**src/rtl/apollo_chip_sequencer.sv**
```systemverilog
`default_nettype none
// ============================================================================
//  Module      : apollo_chip_sequencer
//  Description : Timed, handshaked command engine for the Apollo in-memory
//                accelerator chip pins (CBL/CBLEN/CSL/CWL, instruction,
//                column/row address). It runs a SETUP/PULSE/WAIT/HOLD phase
//                sequence per command, synchronises the asynchronous DATA_out
//                bits, and returns one response per command.
//  Options     : define APOLLO_SEQ_PERF_EN to add a saturating completed-
//                command counter (perf_clr_i / perf_cmd_count_o).
//  Revision    : 1.0 - initial release
// ============================================================================
module apollo_chip_sequencer #(
    parameter int NArray     = 4,
    parameter int ColW       = 5,
    parameter int RowW       = 5,
    parameter int CntW       = 8,
    parameter int SyncStages = 2
) (
    input  logic              clk_sys_in,
    input  logic              rst_sys_in,
    // Command channel
    input  logic              cmd_valid_i,
    output logic              cmd_ready_o,
    input  logic [1:0]        cmd_instr_i,
    input  logic [ColW-1:0]   cmd_col_i,
    input  logic [RowW-1:0]   cmd_row_i,
    input  logic              cmd_prog_val_i,
    // Phase timing
    input  logic [CntW-1:0]   cfg_setup_i,
    input  logic [CntW-1:0]   cfg_pulse_i,
    input  logic [CntW-1:0]   cfg_hold_i,
    // Response channel
    output logic              rsp_valid_o,
    input  logic              rsp_ready_i,
    output logic [NArray-1:0] rsp_data_o,
    output logic              busy_o,
    // Chip pins
    output logic [1:0]        chip_instr_o,
    output logic [ColW-1:0]   chip_col_o,
    output logic [RowW-1:0]   chip_row_o,
    output logic              chip_cbl_o,
    output logic              chip_cblen_o,
    output logic              chip_csl_o,
    output logic              chip_cwl_o,
    input  logic [NArray-1:0] chip_data_i
`ifdef APOLLO_SEQ_PERF_EN
    ,
    input  logic              perf_clr_i,
    output logic [15:0]       perf_cmd_count_o
`endif
);

    // Instruction encodings on the chip instruction bus
    localparam logic [1:0] c_instr_prog  = 2'b11;
    localparam logic [1:0] c_instr_rdmem = 2'b10;
    localparam logic [1:0] c_instr_rdreg = 2'b01;

    localparam logic [CntW-1:0] c_one  = CntW'(1);
    localparam logic [CntW-1:0] c_wait = CntW'(SyncStages);

    typedef enum logic [2:0] {
        ST_IDLE  = 3'd0,
        ST_SETUP = 3'd1,
        ST_PULSE = 3'd2,
        ST_WAIT  = 3'd3,
        ST_HOLD  = 3'd4,
        ST_RESP  = 3'd5
    } state_t;

    state_t                       state_q;
    logic [CntW-1:0]              cnt_q;
    logic [CntW-1:0]              pulse_len_q;
    logic [CntW-1:0]              hold_len_q;
    logic                         prog_val_q;
    logic [1:0]                   instr_q;
    logic [ColW-1:0]              col_q;
    logic [RowW-1:0]              row_q;
    logic                         cbl_q;
    logic                         cblen_q;
    logic                         csl_q;
    logic                         cwl_q;
    logic                         rsp_valid_q;
    logic [NArray-1:0]            rsp_data_q;
    logic                         busy_q;
    logic                         cmd_ready_q;
    logic [SyncStages-1:0][NArray-1:0] sync_q;

    logic [NArray-1:0]            w_sync_data;
    logic [3:0]                   w_strb;       // {cbl, cblen, csl, cwl}
    logic                         w_is_prog;

    // A zero phase length is stretched to one cycle so every phase is visible
    function automatic logic [CntW-1:0] clamp_len(input logic [CntW-1:0] v);
        return (v == '0) ? c_one : v;
    endfunction

    // Metastability filter for the asynchronous DATA_out bits
    always_ff @(posedge clk_sys_in or posedge rst_sys_in) begin
        if (rst_sys_in) begin
            sync_q <= '0;
        end else begin
            sync_q <= {sync_q[SyncStages-2:0], chip_data_i};
        end
    end

    assign w_sync_data = sync_q[SyncStages-1];

    // Strobe pattern for the latched instruction, applied during PULSE/WAIT
    always_comb begin
        w_strb = 4'b0000;
        case (instr_q)
            c_instr_prog:  w_strb = {prog_val_q, 1'b1, 1'b1, 1'b1};
            c_instr_rdmem: w_strb = 4'b0011;
            c_instr_rdreg: w_strb = 4'b0010;
            default:       w_strb = 4'b0101;   // inference: CWL + CBLEN
        endcase
    end

    assign w_is_prog = (instr_q == c_instr_prog);

    // Phase sequencer: state, counters, latched command and all pin outputs.
    // SETUP covers the launch cycle after accept plus S programmed cycles, so
    // the first response cycle lands 1+S+P+W+H cycles after the accept edge.
    always_ff @(posedge clk_sys_in or posedge rst_sys_in) begin
        if (rst_sys_in) begin
            state_q     <= ST_IDLE;
            cnt_q       <= '0;
            pulse_len_q <= '0;
            hold_len_q  <= '0;
            prog_val_q  <= 1'b0;
            instr_q     <= '0;
            col_q       <= '0;
            row_q       <= '0;
            cbl_q       <= 1'b0;
            cblen_q     <= 1'b0;
            csl_q       <= 1'b0;
            cwl_q       <= 1'b0;
            rsp_valid_q <= 1'b0;
            rsp_data_q  <= '0;
            busy_q      <= 1'b0;
            cmd_ready_q <= 1'b1;
        end else begin
            case (state_q)
                ST_IDLE: begin
                    if (cmd_valid_i && cmd_ready_q) begin
                        instr_q     <= cmd_instr_i;
                        col_q       <= cmd_col_i;
                        row_q       <= cmd_row_i;
                        prog_val_q  <= cmd_prog_val_i;
                        cnt_q       <= clamp_len(cfg_setup_i);
                        pulse_len_q <= clamp_len(cfg_pulse_i);
                        hold_len_q  <= clamp_len(cfg_hold_i);
                        busy_q      <= 1'b1;
                        cmd_ready_q <= 1'b0;
                        state_q     <= ST_SETUP;
                    end
                end
                ST_SETUP: begin
                    if (cnt_q == '0) begin
                        {cbl_q, cblen_q, csl_q, cwl_q} <= w_strb;
                        cnt_q   <= pulse_len_q;
                        state_q <= ST_PULSE;
                    end else begin
                        cnt_q <= cnt_q - c_one;
                    end
                end
                ST_PULSE: begin
                    if (cnt_q == c_one) begin
                        if (w_is_prog) begin
                            // Program has nothing to read back
                            {cbl_q, cblen_q, csl_q, cwl_q} <= 4'b0000;
                            rsp_data_q <= '0;
                            cnt_q      <= hold_len_q;
                            state_q    <= ST_HOLD;
                        end else begin
                            cnt_q   <= c_wait;
                            state_q <= ST_WAIT;
                        end
                    end else begin
                        cnt_q <= cnt_q - c_one;
                    end
                end
                ST_WAIT: begin
                    // Strobes stay up while chip data settles through the synchroniser
                    if (cnt_q == c_one) begin
                        {cbl_q, cblen_q, csl_q, cwl_q} <= 4'b0000;
                        rsp_data_q <= w_sync_data;
                        cnt_q      <= hold_len_q;
                        state_q    <= ST_HOLD;
                    end else begin
                        cnt_q <= cnt_q - c_one;
                    end
                end
                ST_HOLD: begin
                    if (cnt_q == c_one) begin
                        rsp_valid_q <= 1'b1;
                        state_q     <= ST_RESP;
                    end else begin
                        cnt_q <= cnt_q - c_one;
                    end
                end
                ST_RESP: begin
                    if (rsp_ready_i) begin
                        rsp_valid_q <= 1'b0;
                        busy_q      <= 1'b0;
                        cmd_ready_q <= 1'b1;
                        state_q     <= ST_IDLE;
                    end
                end
                default: begin
                    {cbl_q, cblen_q, csl_q, cwl_q} <= 4'b0000;
                    rsp_valid_q <= 1'b0;
                    busy_q      <= 1'b0;
                    cmd_ready_q <= 1'b1;
                    state_q     <= ST_IDLE;
                end
            endcase
        end
    end

    assign cmd_ready_o  = cmd_ready_q;
    assign busy_o       = busy_q;
    assign rsp_valid_o  = rsp_valid_q;
    assign rsp_data_o   = rsp_data_q;
    assign chip_instr_o = instr_q;
    assign chip_col_o   = col_q;
    assign chip_row_o   = row_q;
    assign chip_cbl_o   = cbl_q;
    assign chip_cblen_o = cblen_q;
    assign chip_csl_o   = csl_q;
    assign chip_cwl_o   = cwl_q;

`ifdef APOLLO_SEQ_PERF_EN
    logic [15:0] perf_cnt_q;
    logic        w_rsp_hs;

    assign w_rsp_hs = (state_q == ST_RESP) && rsp_ready_i;

    // Saturating count of completed responses; clear wins over a handshake
    always_ff @(posedge clk_sys_in or posedge rst_sys_in) begin
        if (rst_sys_in) begin
            perf_cnt_q <= '0;
        end else if (perf_clr_i) begin
            perf_cnt_q <= '0;
        end else if (w_rsp_hs && (perf_cnt_q != 16'hFFFF)) begin
            perf_cnt_q <= perf_cnt_q + 16'd1;
        end
    end

    assign perf_cmd_count_o = perf_cnt_q;
`endif

endmodule
`default_nettype wire

```
**config.mk**
```make
export PLATFORM = sky130hd
export DESIGN_NAME = apollo_chip_sequencer
export DESIGN_NICKNAME = d
export VERILOG_FILES = /design/src/rtl/apollo_chip_sequencer.sv
export SDC_FILE = /design/constraint.sdc
export NUM_CORES = 1
export LEC_CHECK = 0
export CORE_UTILIZATION = 45
export CTS_CLUSTER_DIAMETER = 150
export DETAILED_ROUTE_END_ITERATION = 8
export GPL_TIMING_DRIVEN = 0
export PLACE_DENSITY = 0.76
export SLEW_MARGIN = 10
export SYNTH_ARGS = -nofsm -noshare
export SYNTH_HDL_FRONTEND = slang
export SYNTH_SLANG_ARGS = --single-unit
```
**constraint.sdc**
```tcl
create_clock -name clk_sys_in -period 2 [get_ports clk_sys_in]
set_input_delay 0.2 -clock clk_sys_in [delete_from_list [all_inputs] [get_ports clk_sys_in]]
set_output_delay 0.2 -clock clk_sys_in [all_outputs]
set_load 0.005 [all_outputs]
```
# Yosys cells after proc, flatten, opt, wreduce, memory -nomap -nowiden
# Index checks and enable logic that the tools add are counted.
# totals
register_bits	59
out_inout_bits	23
word_cells	99
# classes
addsub	1
n_eq_ne	17
muxes	42
bitwise	3
n_reduce_logical	18
# ops
cell	n
$mux W8	9
$pmux W8 S5	1
$logic_not A8 Y1	4
$mux W3	7
$pmux W3 S6	1
$ne A2 B2 Y1 const B	8
$pmux W1 S4	4
$mux W1	12
$mux W4	3
$pmux W4 S3	1
$pmux W1 S3	3
$reduce_and A3 Y1	3
$eq A8 B1 Y1 const B	1
$pmux W4 S2	1
$reduce_or A4 Y1	2
$sub A8 B1 Y8 const B	1
$eq A3 B2 Y1 const B	2
$eq A3 B3 Y1 const B	2
$reduce_and A6 Y1	1
$reduce_and A5 Y1	1
$reduce_bool A5 Y1	1
$eq A2 B2 Y1 const B	2
$reduce_and A4 Y1	1
$eq A3 B1 Y1 const B	1
other kinds (7)	9

# Longest topological paths before layout
# Gate-level depths: netlist of run 1.
# logic_depth
depth_word	4
depth_mapped	8
depth_no_buf	7

# Worst setup path after synthesis of run 1
# Ideal clock, no wire load.
# synth_timing
kind	register -> register
startpoint	register cnt_q[0]
endpoint	register cnt_q[5]
t_arrival_ps	1896
required_ps	1878
setup_slack_ps	-18
path_stages_with_launch	8
synth_period_minus_slack_ps	2018
cell_sequence	dfrtp_1 > inv_1 > ha_1 > or3b_1 > a211oi_4 > or3b_1 > o211ai_1 > a32o_1
# synth_via
elab_chain_cells	3
word_cells_on_any_way	10
# synth_lines
item	line	rtl
from (decl)	72	logic [CntW-1:0] cnt_q;
from (signal assigned)	151	cnt_q <= clamp_len(cfg_setup_i);
from (signal assigned)	162	cnt_q <= pulse_len_q;
from (signal assigned)	165	cnt_q <= cnt_q - c_one;
$sub A8 B1 Y8 (tied with other cells)	-	
$mux W8 (tied with other cells)	196	if (cnt_q == c_one) begin
$pmux W8 S5 or $reduce_and A3 Y1 (tied branches)	-	
# Parallel ways exist; a longest one is shown, timed or not. The select of a mux whose other input is x is not followed.
# A chain may end at the register's enable or synchronous reset.

# Final worst setup path of run 1
# layout_timing
startpoint	register state_q[0]
endpoint	register cnt_q[7]
# layout_via
elab_chain_cells	3
word_cells_on_any_way	10
# layout_lines
item	line	rtl
from (decl)	71	state_t state_q;
from (signal assigned)	127	state_q <= ST_IDLE;
from (signal assigned)	156	state_q <= ST_SETUP;
from (signal assigned)	163	state_q <= ST_PULSE;
$eq A3 B3 Y1 (tied with other cells)	144	case (state_q)
$reduce_bool A5 Y1 (no source line) or $ne A2 B2 Y1 (tied branches)	-	
$reduce_and A3 Y1 (no source line)	-	
# Parallel ways exist; a longest one is shown, timed or not.

==> results of run 1 <==
-- flip-flops by register name, indices dropped and copies added, names as in the netlist --
name / flops
prog_val_q: 1
chip_cbl_o: 1
chip_csl_o: 1
chip_instr_o: 2
w_sync_data: 4
chip_row_o: 5
cmd_ready_o: 1
sync_q: 4
state_q: 3
chip_cwl_o: 1
busy_o: 1
pulse_len_q: 8
rsp_data_o: 4
rsp_valid_o: 1
chip_col_o: 5
chip_cblen_o: 1
cnt_q: 8
hold_len_q: 8
-- power groups by stage --
stage / registers (W) / logic, W / clock network [W]
2_1_floorplan: 0.00184 / 0.00103 / 0
3_3_place_gp: 0.00188 / 0.00161 / 0
3_5_place_dp: 0.00191 / 0.00165 / 0
4_1_cts: 0.00189 / 0.00187 / 0.00125
5_1_grt: 0.00196 / 0.00228 / 0.00131
6_report: 0.00191 / 0.00209 / 0.00124
-- worst max-delay path by stage --
stage                    end  startpoint  cells after the start  slack, ns
6_report            cnt_q[7]  state_q[0]                      5       -0.1
3_3_place_gp        cnt_q[3]  rst_sys_in                      2      -0.70
2_1_floorplan       cnt_q[5]    cnt_q[0]                      7       0.02
5_1_grt             cnt_q[7]  state_q[0]                      5      -0.12
4_1_cts             cnt_q[0]    cnt_q[1]                      7      -0.02
3_5_place_dp   rsp_data_o[2]    cnt_q[1]                      7      -0.56
-- cell families after synthesis --
family                   count (synthesis)
XOR/XNOR                                 1
flip-flops                              59
adder cells (fa/ha/maj)                  6
multiplexers                            26
buffers and inverters                   19
AO/OA/AOI/OAI                           70
AND/OR/NAND/NOR                         89
-- placed cells by master (no fill, tap or decap), drive strengths merged, types with 6 or more instances in the layout --
cell	count
clkdlybuf4s50	67
dfrtp	58
nand2	35
mux2	26
buf	20
clkbuf	18
a21oi	16
o21ai	15
nor3	14
nor2	12
inv	8
nand3	6
a22oi	6
ha	6
-- repair_timing --
| action | 4_1_cts | 5_1_grt |
|---|---|---|
| pin swaps | 7 | 9 |
| endpoints found under the setup margin | 43 | 34 |
| resized for setup | 17 | 19 |
| buffers inserted | 8 | 7 |
-- per-layer routing --
metal | vias to the layer above | track usage (%) | share of wire (%)
li1 | 1183 | - | -
met1 | 1270 | 30.5 | 41
met2 | 129 | 38.1 | 47
met3 | 31 | 7.47 | 8.2
met4 | 0 | 11.4 | 3.3
met5 | - | 0 | 0
-- metrics by stage --
stage          utilization [%]  hold slack [ns]  std cells
3_3_place_gp              60.4            0.332        412
3_5_place_dp              60.8            0.335        413
4_1_cts                   66.6            0.233        436
2_1_floorplan                -            0.231        270
6_report                  68.5            0.220        443
5_1_grt                   68.5            0.294        443
-- final cells by class --
type	instances	area share, %
clock buffer	12	3.74
multi-input combinational	192	34.6
timing repair buffer	83	19.6
sequential	59	35.7
buffer	10	1.66
inverter	8	0.723
clock inverter	4	1.75
tap	75	2.26
-- cell usage after synthesis (all sizes together), types with 3 or more instances --
master,instances
a22o,4
buf,5
nor3,14
dfrtp,58
mux2,26
o221ai,4
clkbuf,6
o21ai,15
a32o,4
a21oi,16
nor2,12
inv,8
nand3b,3
nand3,6
a22oi,6
nand2,35
ha,6
nor4,3
==> impl_metrics.csv, run 1 <==
group,metric,value,unit
sta,hold_viol,0,
clocking,cts.hold.buffers_added,0,
sta,rsz0062_at_grt,"true",
clocking,clkSinkCount,59,
synthesis,syn_nets,321,
synthesis,ys.warnings.count,0,
cells_and_area,drive_gt1_share,25.0,%
sta,min_period_over_period,105,%
sta,setup_viol,7,
cells_and_area,nets,414,
synthesis,synthMuxAreaShare,10.1,%
global_route,overflow,0,
global_route,grt_pass1_wl,12000,µm
route,routed_via_density,5.90,
synthesis,synthSimpleGateAreaFrac,15.2,%
pwr,pwr-share-comb,39.8,%
placed_design,gp_congestion,0.852,
pwr,net-switching-power,0.00173,W
worst_hold_path,worstHoldPathType,"primary input to async pin",
synthesis,synth.area.top_cells,"dfrtp_1 (50%), mux2_2 (10%), nand2_1 (4.5%)",
placed_design,portBuffers,67,
cells_and_area,num-fill-cells,434,
synthesis,yosys.area_share.adder,2.59,%
pwr,internal-power,0.00352,W
sta,slew_headroom,63.7,%
global_route,grt_usage,24.3,%
critical_path,path_cells,"clkbuf_1 -> o21ai_0 -> nand2b_1 -> a221oi_1 -> o221ai_1",
synthesis,synth_compound_area_share,17.4,%
placed_design,placed_area,3680,µm²
outcome,violations,"negative setup slack",
sta,period_needed,2.10,ns
synthesis,syn_area,2900,µm²
synthesis,synth.largest_area_cell,"dfrtp_1",
critical_path,critPathKind,"flop to flop",
die,row_count,28,
sta,tightest_slew,0.544,ns
critical_path,r2r_end,"cnt_q[7]",
pwr,leakage,1.75,nW
pwr,swShare,32.9,%
sta,skew,0.00515,ns
die,start_util,47.8,%
pwr,power_density,1260,nW/µm²
route,ant_nets,0,
cells_and_area,area_growth,43.2,%
synthesis,async_reset_ff_share,100,%
clocking,cts_buffer_depth,2,
global_route,antenna_found_initial,0,
pwr,peakVddDrop,794,µV
pwr,seqPwrFrac,36.5,%
die,fp.dieH,82.3,µm
critical_path,reg2reg_depth,5,
cells_and_area,design_area,4150,µm²
pwr,p_clk_share,23.7,%
synthesis,syn_avg_cell_area,10.7,µm²
pwr,power.total,0.00524,W
sta,max_freq,0.476,GHz
critical_path,arrival,2.30,ns
cells_and_area,antennaDiodeCount,0,
critical_path,r2r_start,"state_q[0]",
clocking,numCtsBuffers,9,
flow_run,maxCapViolations,0,
synthesis,yosysSeqAreaShare,51.0,%
synthesis,yosys_register_bits,59,
critical_path,crit_path_end_kind,"flop",
critical_path,slowest_stage,"dfrtp_1",
synthesis,synth_edf_count,0,
sta,fin_ws,-0.0996,ns
clocking,clock-root-buffer,"clkbuf_8",
critical_path,cp_max_fo,10,
route,dr.pass1.iters,4,
clocking,clk_pin_slew,0.07,ns
critical_path,rrSetupSlack,-0.1,ns
critical_path,worstPathBufferInverterCount,1,
critical_path,startpoint_type,"flop",
sta,fin_setup_tns,-0.455,ns
route,drc,0,
die,ios,68,
global_route,grt_max_degree,35,
outcome,status,"finished, violations left",
cells_and_area,multiInputGateArea,1440,µm²
placed_design,place_hpwl,5210,µm
clocking,cts_max_level,3,
synthesis,synthCells,270,
global_route,grt_pass1_vias,2535,
route,post_drt_wl_per_cell,17.9,µm
synthesis,synth_top_family_by_area,"compound AO/OA/AOI/OAI gates",
die,core,6060,µm²
synthesis,yosys.cell_types.count,54,
clocking,cts_tree,"yes",
critical_path,critPathRequiredTime,2.20,ns
placed_design,pre_cts_slack,-0.555,ns
sta,slew_violations,0,
critical_path,slowest_delay,0.49,ns
cells_and_area,area.sequential,1480,µm²
critical_path,path_delay_family,"compound AO/OA/AOI/OAI gates",
synthesis,synth_xor_area_share,0.302,%
route,vias,2613,
route,drtIter0Drc,307,
synthesis,synth_top_area_share,50.1,%
die,die-area,6770,µm²
clocking,worstSkewPairLatency,0.34,ns
synthesis,yosys_most_used_dff,"dfrtp_1",
route,routed_wirelength,7920,µm
die,dieWidth,82.3,µm
Note: power is estimated with default switching activity, not from simulation.
==> run 2: changes to the inputs <==
Settings changed: CORE_UTILIZATION 45 to 54, PLACE_DENSITY 0.76 to 0.86.
Clock period 2 ns to 2.63 ns, I/O delays scaled along.
==> impl_metrics.csv, run 2 (synthesis results as in run 1) <==
group,metric,value,unit
critical_path,critPathKind,"flop to flop",
global_route,antenna_found_initial,0,
cells_and_area,area_growth,35.4,%
critical_path,r2r_end,"cnt_q[4]",
critical_path,critPathRequiredTime,2.90,ns
sta,fin_setup_tns,0,ns
die,core,5140,µm²
sta,tightest_slew,0.856,ns
global_route,grt_pass1_vias,2296,
clocking,clkSinkCount,59,
cells_and_area,drive_gt1_share,15.5,%
die,fp.dieH,75.3,µm
clocking,worstSkewPairLatency,0.33,ns
sta,slew_headroom,42.5,%
cells_and_area,final_cell_mix,"clkdlybuf4s50_1 (67), dfrtp_1 (58), nand2_1 (35)",
critical_path,startpoint_type,"flop",
die,start_util,56.4,%
pwr,power_density,950,nW/µm²
route,routed_via_density,5.77,
critical_path,worstPathBufferInverterCount,1,
cells_and_area,antennaDiodeCount,0,
die,dieWidth,75.3,µm
global_route,grt_pass1_wl,11000,µm
sta,skew,0.0120,ns
critical_path,path_cells,"inv_1 -> ha_1 -> nand2_1 -> nor3_2 -> a22oi_1 -> o221ai_1 -> a32o_1",
cells_and_area,final_common_cell,"clkdlybuf4s50_1",
critical_path,slowest_stage,"nor3_2",
clocking,clock-root-buffer,"clkbuf_8",
placed_design,place_hpwl,5120,µm
clocking,cts_tree,"yes",
sta,rsz0062_at_grt,"false",
sta,min_period_over_period,88.9,%
placed_design,portBuffers,67,
pwr,peakVddDrop,680,µV
sta,period_needed,2.34,ns
global_route,overflow,0,
worst_hold_path,worstHoldPathType,"primary input to async pin",
clocking,numCtsBuffers,9,
placed_design,gp_congestion,0.888,
clocking,cts_max_level,3,
pwr,leakage,1.66,nW
critical_path,crit_path_end_kind,"flop",
die,row_count,26,
route,routed_wirelength,6870,µm
cells_and_area,reg_top3,"cnt_q x8, hold_len_q x8, pulse_len_q x8",
critical_path,cp_max_fo,8,
route,post_drt_wl_per_cell,16.2,µm
route,drtIter0Drc,270,
critical_path,slowest_delay,0.56,ns
clocking,cts.hold.buffers_added,0,
clocking,cts_buffer_depth,2,
sta,whs,0.281,ns
placed_design,post-place-cells,408,
cells_and_area,instances_no_fill,424,
flow_run,maxCapViolations,0,
critical_path,arrival,2.61,ns
die,die-area,5670,µm²
outcome,status,"finished clean",
critical_path,rrSetupSlack,0.29,ns
route,dr.pass1.iters,5,
route,ant_nets,0,
sta,slew_violations,0,
global_route,grt_usage,26.7,%
critical_path,r2r_start,"cnt_q[1]",
sta,hold_viol,0,
pwr,power.total,0.00373,W
sta,setup_viol,0,
cells_and_area,final_core_util,76.4,%
route,drc,0,
route,vias,2448,
clocking,clk_pin_slew,0.07,ns
critical_path,path_delay_family,"simple AND/OR/NAND/NOR gates",
sta,max_freq,0.428,GHz
cells_and_area,nets,400,
critical_path,reg2reg_depth,7,
global_route,grt_max_degree,36,
die,ios,68,
-- run 2: per-layer routing --
layer	part of all wire [%]	global-route usage [%]
met5	0	0
met4	1.9	10.9
met3	5.8	6.96
met2	49	42.9
met1	43	34.8
-- run 2: worst register-to-register path: cells and delay by family, from the launching register on --
| family | cells | cell delay [ns] |
|---|---|---|
| and+or+nand+nor | 2 | 0.77 |
| AOI/OAI and AO/OA | 3 | 0.66 |
| DFF | 1 | 0.42 |
| adders and majority gates | 1 | 0.31 |
| buffers and inverters | 1 | 0.11 |
-- run 2: area by class of cell --
cell class	instances	area (µm²)
buffer	11	68.8
clock buffer	12	145
clock inverter	4	97.6
fill	388	1210
inverter	8	30.0
multi-input combinational	192	1330
sequential	59	1480
tap	70	87.6
timing repair buffer	68	691
-- run 2: timing repair --
action	4_1_cts	5_1_grt
endpoints found under the setup margin	0	11
setup buffers	0	0
gates resized for setup	0	1
-- run 2: worst max-delay path by stage --
| stage | startpoint | end | slack (ns) | cells after the start |
|---|---|---|---|---|
| 3_3_place_gp | rst_sys_in | hold_len_q[4] | -0.08 | 2 |
| 6_report | cnt_q[1] | cnt_q[4] | 0.29 | 7 |
| 3_5_place_dp | cnt_q[1] | cnt_q[4] | -0.05 | 7 |
| 4_1_cts | cnt_q[1] | cnt_q[4] | 0.01 | 7 |
| 5_1_grt | cnt_q[1] | cnt_q[4] | 0.11 | 7 |
| 2_1_floorplan | cnt_q[0] | cnt_q[5] | 0.61 | 7 |
-- run 2: through the flow --
stage | instance area [µm²] | setup WS, ns
finish | 3930 | 0.291
global route | 3930 | 0.111
CTS | 3920 | 0.0110
detailed placement | 3680 | -0.0489
global placement | 3660 | -0.0752
floorplan | 2900 | 0.612
-- run 2: power breakdown --
group | total (W) | internal, W | leakage (nW) | switching (W)
logic | 0.00128 | 0.000684 | 0.794 | 0.000595
clock network | 0.00101 | 0.000656 | 0.117 | 0.000356
registers | 0.00144 | 0.00121 | 0.746 | 0.000222
==> run 3: changes to the inputs <==
Settings changed: CTS_CLUSTER_DIAMETER 150 to unset, SETUP_SLACK_MARGIN set to 0.02.
==> impl_metrics.csv, run 3 (synthesis results as in run 1) <==
group,metric,value,unit
clocking,cts_max_level,3,
die,dieWidth,75.3,µm
outcome,status,"finished clean",
clocking,clk_pin_slew,0.07,ns
placed_design,pre_cts_slack,-0.0489,ns
cells_and_area,final_cell_mix,"clkdlybuf4s50_1 (67), dfrtp_1 (58), nand2_1 (35)",
sta,max_freq,0.430,GHz
critical_path,crit_path_end_kind,"flop",
die,fp.dieH,75.3,µm
flow_run,maxCapViolations,0,
clocking,cts_tree,"yes",
route,vias,2470,
global_route,top_usage_layer,"met2",
cells_and_area,num-fill-cells,388,
die,die-area,5670,µm²
sta,tightest_slew,0.854,ns
global_route,grt_pass1_wl,11000,µm
cells_and_area,reg_top3,"cnt_q x8, hold_len_q x8, pulse_len_q x8",
global_route,grt_pass1_vias,2304,
clocking,clkSinkCount,59,
die,start_util,56.4,%
cells_and_area,antennaDiodeCount,0,
clocking,cts_buffer_depth,2,
clocking,worstSkewPairLatency,0.33,ns
worst_hold_path,worstHoldPathType,"primary input to async pin",
placed_design,portBuffers,67,
route,post_drt_wl_per_cell,16.3,µm
die,row_count,26,
sta,min_period_over_period,88.5,%
global_route,overflow,0,
clocking,numCtsBuffers,9,
pwr,power.total,0.00373,W
sta,setup_viol,0,
die,ios,68,
placed_design,place_hpwl,5120,µm
route,routed_wirelength,6910,µm
pwr,peakVddDrop,680,µV
route,ant_nets,0,
sta,whs,0.280,ns
placed_design,gp_congestion,0.888,
sta,period_needed,2.33,ns
route,drtIter0Drc,264,
critical_path,critPathKind,"flop to flop",
route,drc,0,
global_route,grt_max_degree,36,
global_route,grtUsageMet3,6.96,%
cells_and_area,final_common_cell,"clkdlybuf4s50_1",
critical_path,path_cells,"inv_1 -> ha_1 -> nand2_1 -> nor3_2 -> a22oi_1 -> o221ai_1 -> a32o_1",
pwr,power_density,949,nW/µm²
sta,fin_ws,0.303,ns
sta,slew_violations,0,
critical_path,slowest_stage,"nor3_2",
clocking,clock-root-buffer,"clkbuf_8",
sta,skew,0.0120,ns
critical_path,slowest_delay,0.55,ns
pwr,leakage,1.66,nW
sta,fin_setup_tns,0,ns
global_route,met2_usage,42.9,%
cells_and_area,drive_gt1_share,15.5,%
sta,hold_viol,0,
sta,slew_headroom,42.6,%
global_route,met1_usage,34.8,%
route,routed_via_density,5.83,
critical_path,arrival,2.59,ns
global_route,antenna_found_initial,0,
critical_path,startpoint_type,"flop",
route,dr.pass1.iters,5,
global_route,grt_usage,26.7,%
critical_path,critPathRequiredTime,2.90,ns
critical_path,cp_max_fo,8,
cells_and_area,instances_no_fill,424,
sta,rsz0062_at_grt,"false",
die,core,5140,µm²
cells_and_area,nets,400,
cells_and_area,area_growth,35.4,%
placed_design,post-place-cells,408,
-- run 3: path summary, 6_finish.rpt --
check	from	to	slack (ns)	cells past startpoint
max in group asynchronous	rst_sys_in	prog_val_q	1.79	3
hold reg to reg	sync_q[1]	w_sync_data[1]	0.35	0
min in group clk_sys_in	sync_q[1]	w_sync_data[1]	0.35	0
hold / removal	rst_sys_in	chip_cblen_o	0.28	2
setup reg to reg	cnt_q[1]	cnt_q[4]	0.30	7
setup / recovery	cnt_q[1]	cnt_q[4]	0.30	7
-- run 3: repair_timing --
action / in CTS / in global routing
buffers inserted: 0 / 0
setup endpoints to repair: 1 / 0
hold buffers: 0 / 0
resized for setup: 1 / 0
-- run 3: area by class of cell --
type,count,area (µm²),share of cell area (%)
multi-input combinational,192,1330,33.8
inverter,8,30.0,0.765
clock buffer,12,145,3.70
buffer,11,68.8,1.75
timing repair buffer,68,691,17.6
sequential,59,1480,37.6
clock inverter,4,97.6,2.49
tap,70,87.6,2.23
-- run 3: through the flow --
step | area, µm² | util [%]
final | 3930 | 76.4
after global routing | 3930 | 76.4
after CTS | 3930 | 76.4
after detailed placement | 3680 | 71.5
after global placement | 3660 | 71.2
after floorplan | 2900 | -
-- run 3: report_power, final --
group          internal [W]  switching, W
clock network      0.000656      0.000351
logic              0.000684      0.000599
registers           0.00121      0.000222
-- run 3: metal layers --
layer | vias to the layer above | part of all wire, %
met2 | 132 | 49
met5 | - | 0
met1 | 1165 | 42
met3 | 19 | 7.2
met4 | 0 | 2.1
li1 | 1154 | -
-- run 3: worst max-delay path, delay by kind of cell (launching register included) --
kind                     cells  cell delay [ns]
AND/OR/NAND/NOR              2             0.75
AO/OA/AOI/OAI                3             0.68
flip-flops                   1             0.42
adder cells (fa/ha/maj)      1             0.30
buffers and inverters        1             0.11
